--- src/rtl/vx_commit_arb.sv ---
`default_nettype none
// ============================================================================
//  Module   : vx_commit_arb
//  Brief    : Round-robin commit arbiter with multi-packet locking, a 2-entry
//             elastic output buffer (main + skid), and retirement counters.
//  Revision : 1.0  initial release
// ============================================================================
module vx_commit_arb #(
    parameter int NUM_REQS   = 3,
    parameter int THREAD_CNT = 4,
    parameter int NW_BITS    = 2
) (
    input  logic                             clk,
    input  logic                             reset,
    input  logic [NUM_REQS-1:0]              in_valid,
    output logic [NUM_REQS-1:0]              in_ready,
    input  logic [NUM_REQS*NW_BITS-1:0]      in_wid,
    input  logic [NUM_REQS*32-1:0]           in_pc,
    input  logic [NUM_REQS*THREAD_CNT-1:0]   in_tmask,
    input  logic [NUM_REQS-1:0]              in_wb,
    input  logic [NUM_REQS*5-1:0]            in_rd,
    input  logic [NUM_REQS*THREAD_CNT*32-1:0] in_data,
    input  logic [NUM_REQS-1:0]              in_sop,
    input  logic [NUM_REQS-1:0]              in_eop,
    output logic                             out_valid,
    input  logic                             out_ready,
    output logic [NW_BITS-1:0]               out_wid,
    output logic [31:0]                      out_pc,
    output logic [THREAD_CNT-1:0]            out_tmask,
    output logic                             out_wb,
    output logic [4:0]                       out_rd,
    output logic [THREAD_CNT*32-1:0]         out_data,
    output logic                             out_sop,
    output logic                             out_eop,
    output logic [1:0]                       out_src,
    output logic [63:0]                      retired_cnt,
    output logic [63:0]                      retired_lanes,
    output logic                             busy
);

    localparam int c_IDX_W = (NUM_REQS > 1) ? $clog2(NUM_REQS) : 1;

    // Buffer occupancy encoding
    localparam logic [1:0] c_OCC_EMPTY = 2'd0;
    localparam logic [1:0] c_OCC_ONE   = 2'd1;
    localparam logic [1:0] c_OCC_FULL  = 2'd2;

    typedef struct packed {
        logic [NW_BITS-1:0]       wid;
        logic [31:0]              pc;
        logic [THREAD_CNT-1:0]    tmask;
        logic                     wb;
        logic [4:0]               rd;
        logic [THREAD_CNT*32-1:0] data;
        logic                     sop;
        logic                     eop;
        logic [1:0]               src;
    } pkt_t;

    pkt_t                 w_pkt_in [NUM_REQS];
    pkt_t                 w_sel;
    pkt_t                 r_main;
    pkt_t                 r_skid;
    logic [1:0]           r_count;
    logic [1:0]           w_count_nxt;
    logic                 r_locked;
    logic                 w_locked_nxt;
    logic [c_IDX_W-1:0]   r_lock_src;
    logic [c_IDX_W-1:0]   r_rr_ptr;
    logic [c_IDX_W-1:0]   w_grant_idx;
    logic [c_IDX_W-1:0]   w_cand;
    logic                 w_grant_vld;
    logic                 w_can_accept;
    logic                 w_push;
    logic                 w_pop;
    logic [63:0]          w_lanes;
    logic [63:0]          r_retired_cnt;
    logic [63:0]          r_retired_lanes;
    logic                 r_busy;

    // Unpack the flat source buses into per-source packets tagged with their index
    generate
        for (genvar gi = 0; gi < NUM_REQS; gi++) begin : g_unpack
            assign w_pkt_in[gi].wid   = in_wid[gi*NW_BITS +: NW_BITS];
            assign w_pkt_in[gi].pc    = in_pc[gi*32 +: 32];
            assign w_pkt_in[gi].tmask = in_tmask[gi*THREAD_CNT +: THREAD_CNT];
            assign w_pkt_in[gi].wb    = in_wb[gi];
            assign w_pkt_in[gi].rd    = in_rd[gi*5 +: 5];
            assign w_pkt_in[gi].data  = in_data[gi*THREAD_CNT*32 +: THREAD_CNT*32];
            assign w_pkt_in[gi].sop   = in_sop[gi];
            assign w_pkt_in[gi].eop   = in_eop[gi];
            assign w_pkt_in[gi].src   = 2'(gi);
        end
    endgenerate

    // Pick the granted source: the lock holder, or the first valid after the last grant
    always_comb begin
        w_grant_idx = r_rr_ptr;
        w_grant_vld = 1'b0;
        w_cand      = '0;
        if (r_locked) begin
            w_grant_idx = r_lock_src;
            w_grant_vld = 1'b1;
        end else begin
            for (int k = 1; k <= NUM_REQS; k++) begin
                w_cand = c_IDX_W'((int'(r_rr_ptr) + k) % NUM_REQS);
                if (!w_grant_vld && in_valid[w_cand]) begin
                    w_grant_idx = w_cand;
                    w_grant_vld = 1'b1;
                end
            end
        end
    end

    // Readiness depends only on registered occupancy; nothing is accepted in reset
    assign w_can_accept = (r_count != c_OCC_FULL) && !reset;

    // One-hot ready toward the granted source
    always_comb begin
        in_ready = '0;
        for (int i = 0; i < NUM_REQS; i++) begin
            in_ready[i] = w_can_accept && w_grant_vld && (w_grant_idx == c_IDX_W'(i));
        end
    end

    assign w_sel     = w_pkt_in[w_grant_idx];
    assign w_push    = |(in_valid & in_ready);
    assign out_valid = (r_count != c_OCC_EMPTY) && !reset;
    assign w_pop     = out_valid && out_ready;

    // Next occupancy and lock state from this cycle's push/pop
    always_comb begin
        w_count_nxt = r_count;
        case (r_count)
            c_OCC_EMPTY: if (w_push) w_count_nxt = c_OCC_ONE;
            c_OCC_ONE: begin
                if (w_push && !w_pop)      w_count_nxt = c_OCC_FULL;
                else if (!w_push && w_pop) w_count_nxt = c_OCC_EMPTY;
            end
            default:     if (w_pop) w_count_nxt = c_OCC_ONE;
        endcase
        w_locked_nxt = r_locked;
        if (w_push) w_locked_nxt = !w_sel.eop;
    end

    // Control state: occupancy, lock, round-robin pointer, busy flag
    always_ff @(posedge clk) begin
        if (reset) begin
            r_count    <= c_OCC_EMPTY;
            r_locked   <= 1'b0;
            r_lock_src <= '0;
            r_rr_ptr   <= c_IDX_W'(NUM_REQS - 1);
            r_busy     <= 1'b0;
        end else begin
            r_count  <= w_count_nxt;
            r_locked <= w_locked_nxt;
            if (w_push) begin
                r_rr_ptr   <= w_grant_idx;
                r_lock_src <= w_grant_idx;
            end
            r_busy <= (w_count_nxt != c_OCC_EMPTY) || w_locked_nxt;
        end
    end

    // Payload storage: main feeds the output, skid catches a push while main is stalled
    always_ff @(posedge clk) begin
        case (r_count)
            c_OCC_EMPTY: if (w_push) r_main <= w_sel;
            c_OCC_ONE: begin
                if (w_push) begin
                    if (w_pop) r_main <= w_sel;
                    else       r_skid <= w_sel;
                end
            end
            default:     if (w_pop) r_main <= r_skid;
        endcase
    end

    // Active lanes of the packet at the output
    always_comb begin
        w_lanes = '0;
        for (int i = 0; i < THREAD_CNT; i++) begin
            w_lanes = w_lanes + 64'(r_main.tmask[i]);
        end
    end

    // Retirement counters advance on each delivered end-of-instruction packet
    always_ff @(posedge clk) begin
        if (reset) begin
            r_retired_cnt   <= '0;
            r_retired_lanes <= '0;
        end else if (w_pop && r_main.eop) begin
            r_retired_cnt   <= r_retired_cnt + 64'd1;
            r_retired_lanes <= r_retired_lanes + w_lanes;
        end
    end

    assign out_wid       = r_main.wid;
    assign out_pc        = r_main.pc;
    assign out_tmask     = r_main.tmask;
    assign out_wb        = r_main.wb;
    assign out_rd        = r_main.rd;
    assign out_data      = r_main.data;
    assign out_sop       = r_main.sop;
    assign out_eop       = r_main.eop;
    assign out_src       = r_main.src;
    assign retired_cnt   = r_retired_cnt;
    assign retired_lanes = r_retired_lanes;
    assign busy          = r_busy;

endmodule
`default_nettype wire
--- config.mk ---
export PLATFORM = sky130hd
export DESIGN_NAME = vx_commit_arb
export DESIGN_NICKNAME = d
export VERILOG_FILES = /design/src/rtl/vx_commit_arb.sv
export SDC_FILE = /design/constraint.sdc
export NUM_CORES = 1
export LEC_CHECK = 0
export BUFFER_PORTS_ARGS = -buffer_cell sky130_fd_sc_hd__buf_2
export CAP_MARGIN = 20
export CORE_AREA = 2 2 325 327
export DETAILED_ROUTE_END_ITERATION = 6
export DIE_AREA = 0 0 327 329
export PLACE_DENSITY = 0.51
export SYNTH_ARGS = -nofsm -noshare
export SYNTH_HDL_FRONTEND = slang
export SYNTH_SLANG_ARGS = --single-unit
--- constraint.sdc ---
create_clock -name clk -period 17.3 [get_ports clk]
set_clock_uncertainty 0.15 [all_clocks]
set_input_delay 4.325 -clock clk [delete_from_list [all_inputs] [get_ports clk]]
set_output_delay 4.325 -clock clk [all_outputs]
set_load 0.005 [all_outputs]
# After elaboration in Yosys (flattened, before gate mapping)
# Index checks and enable logic that the tools add are counted.
[word_totals] regBits=488 inputBits=528 elab_cells=107
[classes] add_sub_neg=8 div=3 n_lt_le_gt_ge=4 n_eq_ne=7 muxes=30 n_bitwise=3 reduce_logical=27
[ops] op="$mux W176" n=6
[ops] op="$bmux W176 S2" n=1
[ops] op="$pmux W176 S2" n=1
[ops] op="$mod A32 B3 Y32 const B" n=3
[ops] op="$add A64 B1 Y64 const B" n=1
[ops] op="$add A64 B4 Y64" n=1
[ops] op="$mux W2" n=8
[ops] op="$logic_and A1 B1 Y1" n=12
[ops] op="$mux W1" n=10
[ops] op="$lt A2 B3 Y1 const B" n=3
[ops] op="$ne A2 B2 Y1 const B" n=4
[ops] op="$add A2 B2 Y3 const B" n=2
[ops] op="$bmux W1 S2" n=3
[ops] op="$logic_not A1 Y1" n=6
[ops] op="$reduce_bool A2 Y1" n=3
[ops] op="$add A3 B1 Y4" n=1
[ops] op="$eq A2 B1 Y1 const B" n=2
[ops] op="$logic_not A2 Y1" n=2
[ops] op="$pmux W2 S2" n=1
[ops] op="$reduce_and A4 Y1" n=1
[ops] op="$add A2 B1 Y3" n=1
[ops] op="$add A2 B1 Y3 const B" n=1
[ops] op="$and A3 B3 Y3" n=1
[ops] op="$ge A3 B3 Y1 const B" n=1
[ops] op="other kinds (7)" n=7

# Logic depth before layout (Yosys ltp)
[depth] depth_word=25 depth_mapped=13 depth_no_buf=9

# Least setup slack after synthesis
# No wires, ideal clock.
[synth_path] kind="in2reg" start="in in_valid[2]" end="reg r_skid[0] (netlist bit), enable pin" setup_ps=848 arrival_ps=16516 required_ps=16302 slack_ps=-214 path_stages=9 cell_sequence="buf_2 a21oi_1 a22oi_1 or4_1 a41oi_1 o221ai_1 or2_1 clkbuf_1 a2111oi_2"
[synth_via] elab_chain_len=17 word_cells_on_any_way=30 cone_classes="eq/ne (2); mux (16); bitwise (1); reduce/logical (11)"
[synth_rtl] element="from (decl)" line_no="15" rtl="input logic [NUM_REQS-1:0] in_valid,"
[synth_rtl] element="$bmux W1 S2" line_no="107" rtl="if (!w_grant_vld && in_valid[w_cand]) begin"
[synth_rtl] element="$mux W1 (implied by the code)" line_no="107"
[synth_rtl] element="$mux W1" line_no="107"
[synth_rtl] element="$mux W1" line_no="101" rtl="if (r_locked) begin"
[synth_rtl] element="$logic_not A1 Y1" line_no="107"
[synth_rtl] element="$logic_and A1 B1 Y1" line_no="107"
[synth_rtl] element="$mux W1" line_no="107"
[synth_rtl] element="$mux W1" line_no="101"
[synth_rtl] element="$logic_not A1 Y1" line_no="107"
[synth_rtl] element="$logic_and A1 B1 Y1" line_no="107"
[synth_rtl] element="$mux W2 or $mux W1 (tied branches)" line_no="107"
[synth_rtl] element="$mux W2 or $mux W1 (tied branches)" line_no="101"
[synth_rtl] element="$eq A2 B1 Y1 (tied with other cells)" line_no="122" rtl="in_ready[i] = w_can_accept && w_grant_vld && (w_grant_idx == c_IDX_W'(i));"
[synth_rtl] element="$logic_and A1 B1 Y1" line_no="122"
[synth_rtl] element="$and A3 B3 Y3 (*)" line_no="127" rtl="assign w_push = |(in_valid & in_ready);"
[synth_rtl] element="$reduce_or A3 Y1 (*)" line_no="127"
[synth_rtl] element="$reduce_and A3 Y1 (no source line) (*)"
[synth_rtl] element="to (signal assigned)" line_no="172" rtl="else r_skid <= w_sel;"
[synth_rtl] element="to (decl)" line_no="63" rtl="pkt_t r_skid;"
# Mark *: on every way between the ends. The rest lies on a longest branch, timed or not. The select of a mux whose other input is x is not followed.
# A chain may end at the register's enable or synchronous reset.

# Worst setup path after layout
[layout_path] start="in in_valid[0]" end="out in_ready[2]"
[layout_via] elab_chain_len=14 word_cells_on_any_way=23 cone_classes="eq/ne (1); mux (16); reduce/logical (6)"
[layout_rtl] element="$bmux W1 S2" line_no="107"
[layout_rtl] element="$mux W1 (implied by the code)" line_no="107"
[layout_rtl] element="$mux W1" line_no="107"
[layout_rtl] element="$mux W1" line_no="101"
[layout_rtl] element="$logic_not A1 Y1" line_no="107"
[layout_rtl] element="$logic_and A1 B1 Y1" line_no="107"
[layout_rtl] element="$mux W1" line_no="107"
[layout_rtl] element="$mux W1" line_no="101"
[layout_rtl] element="$logic_not A1 Y1" line_no="107"
[layout_rtl] element="$logic_and A1 B1 Y1" line_no="107"
[layout_rtl] element="$mux W2 or $mux W1 (tied branches)" line_no="107"
[layout_rtl] element="$mux W2 or $mux W1 (tied branches)" line_no="101"
[layout_rtl] element="$eq A2 B2 Y1 or $logic_and A1 B1 Y1 (tied branches)" line_no="122"
[layout_rtl] element="$logic_and A1 B1 Y1 (*)" line_no="122"
[layout_rtl] element="to (decl)" line_no="16" rtl="output logic [NUM_REQS-1:0] in_ready,"
# Marks and branches as above.

==> summary.md <==
| Metric | Value |
|---|---|
| Post-Syn Area | `22600 sq um` |
| Count of pins over their slew limit | `0` |
| Crit Path Category | `in2out` |
| Worst Setup EP | `in_ready[2]` |
| Commonest cells post-synth | `352 x edfxtp_1, 177 x mux2i_1, 174 x o2bb2ai_1` |
| Min cycle time layout | `11.78 ns` |
| #FFs+latches synth | `487` |
| Post-Syn Nets | `2255` |
| CP Depth | `10` |
| Drt pass-1 iters | `5` |
| WP buf/inv | `4` |
| Most area-hungry cell type in the Yosys netlist | `edfxtp_1` |
| RSZ-0062 raised after global routing | `no` |
| Syn_area_per_cell | `13.2 sq um` |
| Fin. Hold Viols | `0` |
| Drt total wl | `76000 um` |
| Post-CTS Hold Buffers | `0` |
| Reg2Reg Depth | `12` |
| Core area | `104000 sq um` |
| Setup-failing EPs final | `0` |
| Die Area | `108000 sq um` |
| CP Capture Type | `primary output` |
| LEAKAGE | `12.7 nW` |
| Number of flops mapped to enable cells by yosys | `352` |
| Die height | `329 um` |
| Worst-case clock buffer depth | `3` |
| Register area share after synthesis | `58.7%` |
| Clock Latency Late Sink | `0.63 ns` |
| # IOs | `837` |
| CP Cell Sequence | `buf_2, a21bo_1, a22oi_1, nor3_1, o31ai_4, buf_4, buf_4, nand2_1, nor2_1, buf_2` |
| Multiplexer share of the synthesized area | `16.6%` |
| Crit Reg-Reg Startpoint | `r_lock_src[0]$_SDFFE_PP0P_` |
| Main combinational cell family by area after synthesis | `multiplexers` |
| CP top delay family | `buffers and inverters` |
| Clk slew on worst S/H paths | `0.05 ns` |
| Via density | `4.31` |
| Design area | `30200 sq um` |
| Nets@finish | `3065` |
| Residual DRC | `0` |
| Max-cap violations | `0` |
| CP arrival | `7.31 ns` |
| Yosys top cell area share | `46.8%` |
| H-tree depth | `2` |
| Status | `finished clean` |
| Ys flop type | `edfxtp_1` |
| Yosys cell types | `55` |
| Num rows | `119` |
| Asr flop ratio synth | `0%` |
| Hold Worst Slack | `0.337 ns` |
| CP startpoint kind | `input pin` |
| Routability cong. | `0.804` |
| Avg WL per Cell | `19.1 um` |
| Post-Synth Simple-Gate Area | `8.43%` |
| Port Buf Inserts | `836` |
| Final worst slack | `5.52 ns` |
| Pwr/cell area | `178 nW/um^2` |
| Die width | `327 um` |
| GR Util All Layers | `13.3%` |
| DP HPWL | `56700 um` |
| Clk root buf | `clkbuf_16` |
| Syn. warnings | `0` |
| Multi-input gate area | `8750 sq um` |
| Final period util | `68.1%` |
| Compound-Gate Fraction of Synth Area | `9.44%` |
| Reg2Reg Capture Point | `out_data[101]$_DFFE_PP_` |
| Initial antenna violation count | `10` |
| DR iter-0 viols | `999` |
| Xor/xnor share of the synthesized area | `3.49%` |
| Routed via count | `17100` |
| Post-DP Area | `28200 sq um` |
| Share of post-route cells with drive strength above 1 | `43.7%` |
| Setup_tns | `0 ns` |
| Cell count after synthesis | `1718` |
| Crit path from | `in_valid[0]` |
| Critical Path Max Stage Delay | `0.61 ns` |
| Number of global-route vias before repair | `16800` |
| Worst-Margin Slew | `1.07 ns` |
| Worst endpoint required time | `12.83 ns` |
| Clk sink count | `487` |
| Reg2Reg Setup Slack | `11.29 ns` |
| Starting density of the core | `21.7%` |
| Fmax | `84.9 MHz` |
| GR Overflow Total | `0` |
| Most frequent cell after synthesis | `edfxtp_1` |
| CP max stage cell | `buf_4` |
| CTS tree | `yes` |
| Num CTS Buffers | `56` |
| Synth-to-Final Area Change | `33.4%` |
| Post-CTS setup buffers | `0` |
| Reg area | `13300 sq um` |
| Fillers | `10900` |
| Global-route wire length before repair | `108000 um` |
| Largest net degree at the start of global routing | `82` |
| Rel. slew slack | `29.0%` |
| Post-route ant nets | `0` |
| Crit Path Max Fanout | `37` |
| Hold Path Class | `reg2reg` |
| Post-synthesis adder-cell area fraction | `0.598%` |
| Worst VDD drop | `0.150 mV` |
| Post-Place Worst Slack | `5.53 ns` |
| Cts repair resizes | `0` |
| Ranking of synthesized cells by area | `edfxtp_1 47%, dfxtp_1 12%, mux2_2 8.3%, mux2i_1 7.8%, o2bb2ai_1 6.7%` |
==> where the power goes <==
| part | leakage [nW] | total, mW | switching (mW) | internal, mW |
|---|---|---|---|---|
| combinational | 7.40 | 2.19 | 1.33 | 0.857 |
| clock | 0.934 | 1.23 | 0.504 | 0.721 |
| sequential | 4.34 | 1.95 | 0.101 | 1.85 |
| total | 12.7 | 5.37 | 1.94 | 3.43 |
==> layout by cell type (no fill, tap or decap), types with 12 or more instances in the layout <==
master / count
a21oi_1: 34
and3_1: 19
and4_1: 20
buf_2: 835
buf_4: 25
clkbuf_1: 12
clkbuf_16: 59
dfxtp_1: 135
edfxtp_1: 352
inv_1: 27
mux2_2: 166
mux2i_1: 177
nand2_1: 49
nand3_1: 55
nand4_1: 29
nor2_1: 111
nor3_1: 20
o21ai_0: 32
o2bb2ai_1: 174
or3_1: 34
xnor2_1: 35
xor2_1: 55
==> per-layer routing <==
metal  track usage, %  up-vias  share of wire (%)
li1                 -     8216                  -
met1             16.4     8227                 42
met2             21.8      581                 47
met3             5.01      104                9.0
met4             3.91        0                2.2
met5                0        -                  0
==> worst min path at each step <==
stage	start	endpoint	slack (ns)	cells after the start
after detailed placement	r_lock_src[1]$_SDFFE_PP0P_	r_lock_src[1]$_SDFFE_PP0P_	0.33	1
after CTS	retired_lanes[59]$_SDFFE_PP0P_	retired_lanes[59]$_SDFFE_PP0P_	0.34	2
final	retired_lanes[61]$_SDFFE_PP0P_	retired_lanes[61]$_SDFFE_PP0P_	0.34	2
after global routing	retired_lanes[59]$_SDFFE_PP0P_	retired_lanes[59]$_SDFFE_PP0P_	0.37	2
after floorplan	r_lock_src[1]$_SDFFE_PP0P_	r_lock_src[1]$_SDFFE_PP0P_	0.31	1
after global placement	retired_lanes[59]$_SDFFE_PP0P_	retired_lanes[59]$_SDFFE_PP0P_	0.32	2
==> registers in the layout, summed over array words and instances (netlist names), 4 cells and up <==
name,flops
out_data,128
out_pc,32
out_rd,5
out_tmask,4
r_skid,176
retired_cnt,64
retired_lanes,64
==> layout make-up <==
| type | instances | share of cell area, % |
|---|---|---|
| Clock inverter | 30 | 1.06 |
| Tap cell | 1391 | 5.77 |
| Clock buffer | 76 | 5.27 |
| Multi-Input combinational cell | 1095 | 29.0 |
| Antenna cell | 4 | 0.0332 |
| Sequential cell | 487 | 44.0 |
| Timing Repair Buffer | 860 | 14.5 |
| Inverter | 28 | 0.373 |
==> metrics by stage <==
stage               instances  utilization [%]  total power, mW
floorplan                1718                -             3.44
global placement         3861             27.1             4.19
detailed placement       3861             27.1             4.21
CTS                      3967             28.9             5.47
global route             3970             28.9             5.69
finish                   3971             28.9             5.37
==> worst reg2reg max path: cells and delay by family, from the launching register on <==
family / cells / cell delay [ns]
AOI/OAI and AO/OA: 4 / 1.51
adders and majority gates: 1 / 0.40
buffers and inverters: 4 / 2.05
DFF: 1 / 0.42
and+or+nand+nor: 3 / 1.01
==> logic make-up after synthesis <==
| group | Yosys count |
|---|---|
| flops | 487 |
| fa+ha+maj | 9 |
| xor+xnor | 90 |
| simple gates | 370 |
| buf+inv | 136 |
| compound gates | 274 |
| mux | 352 |
Power figures use the tool's default switching activity.
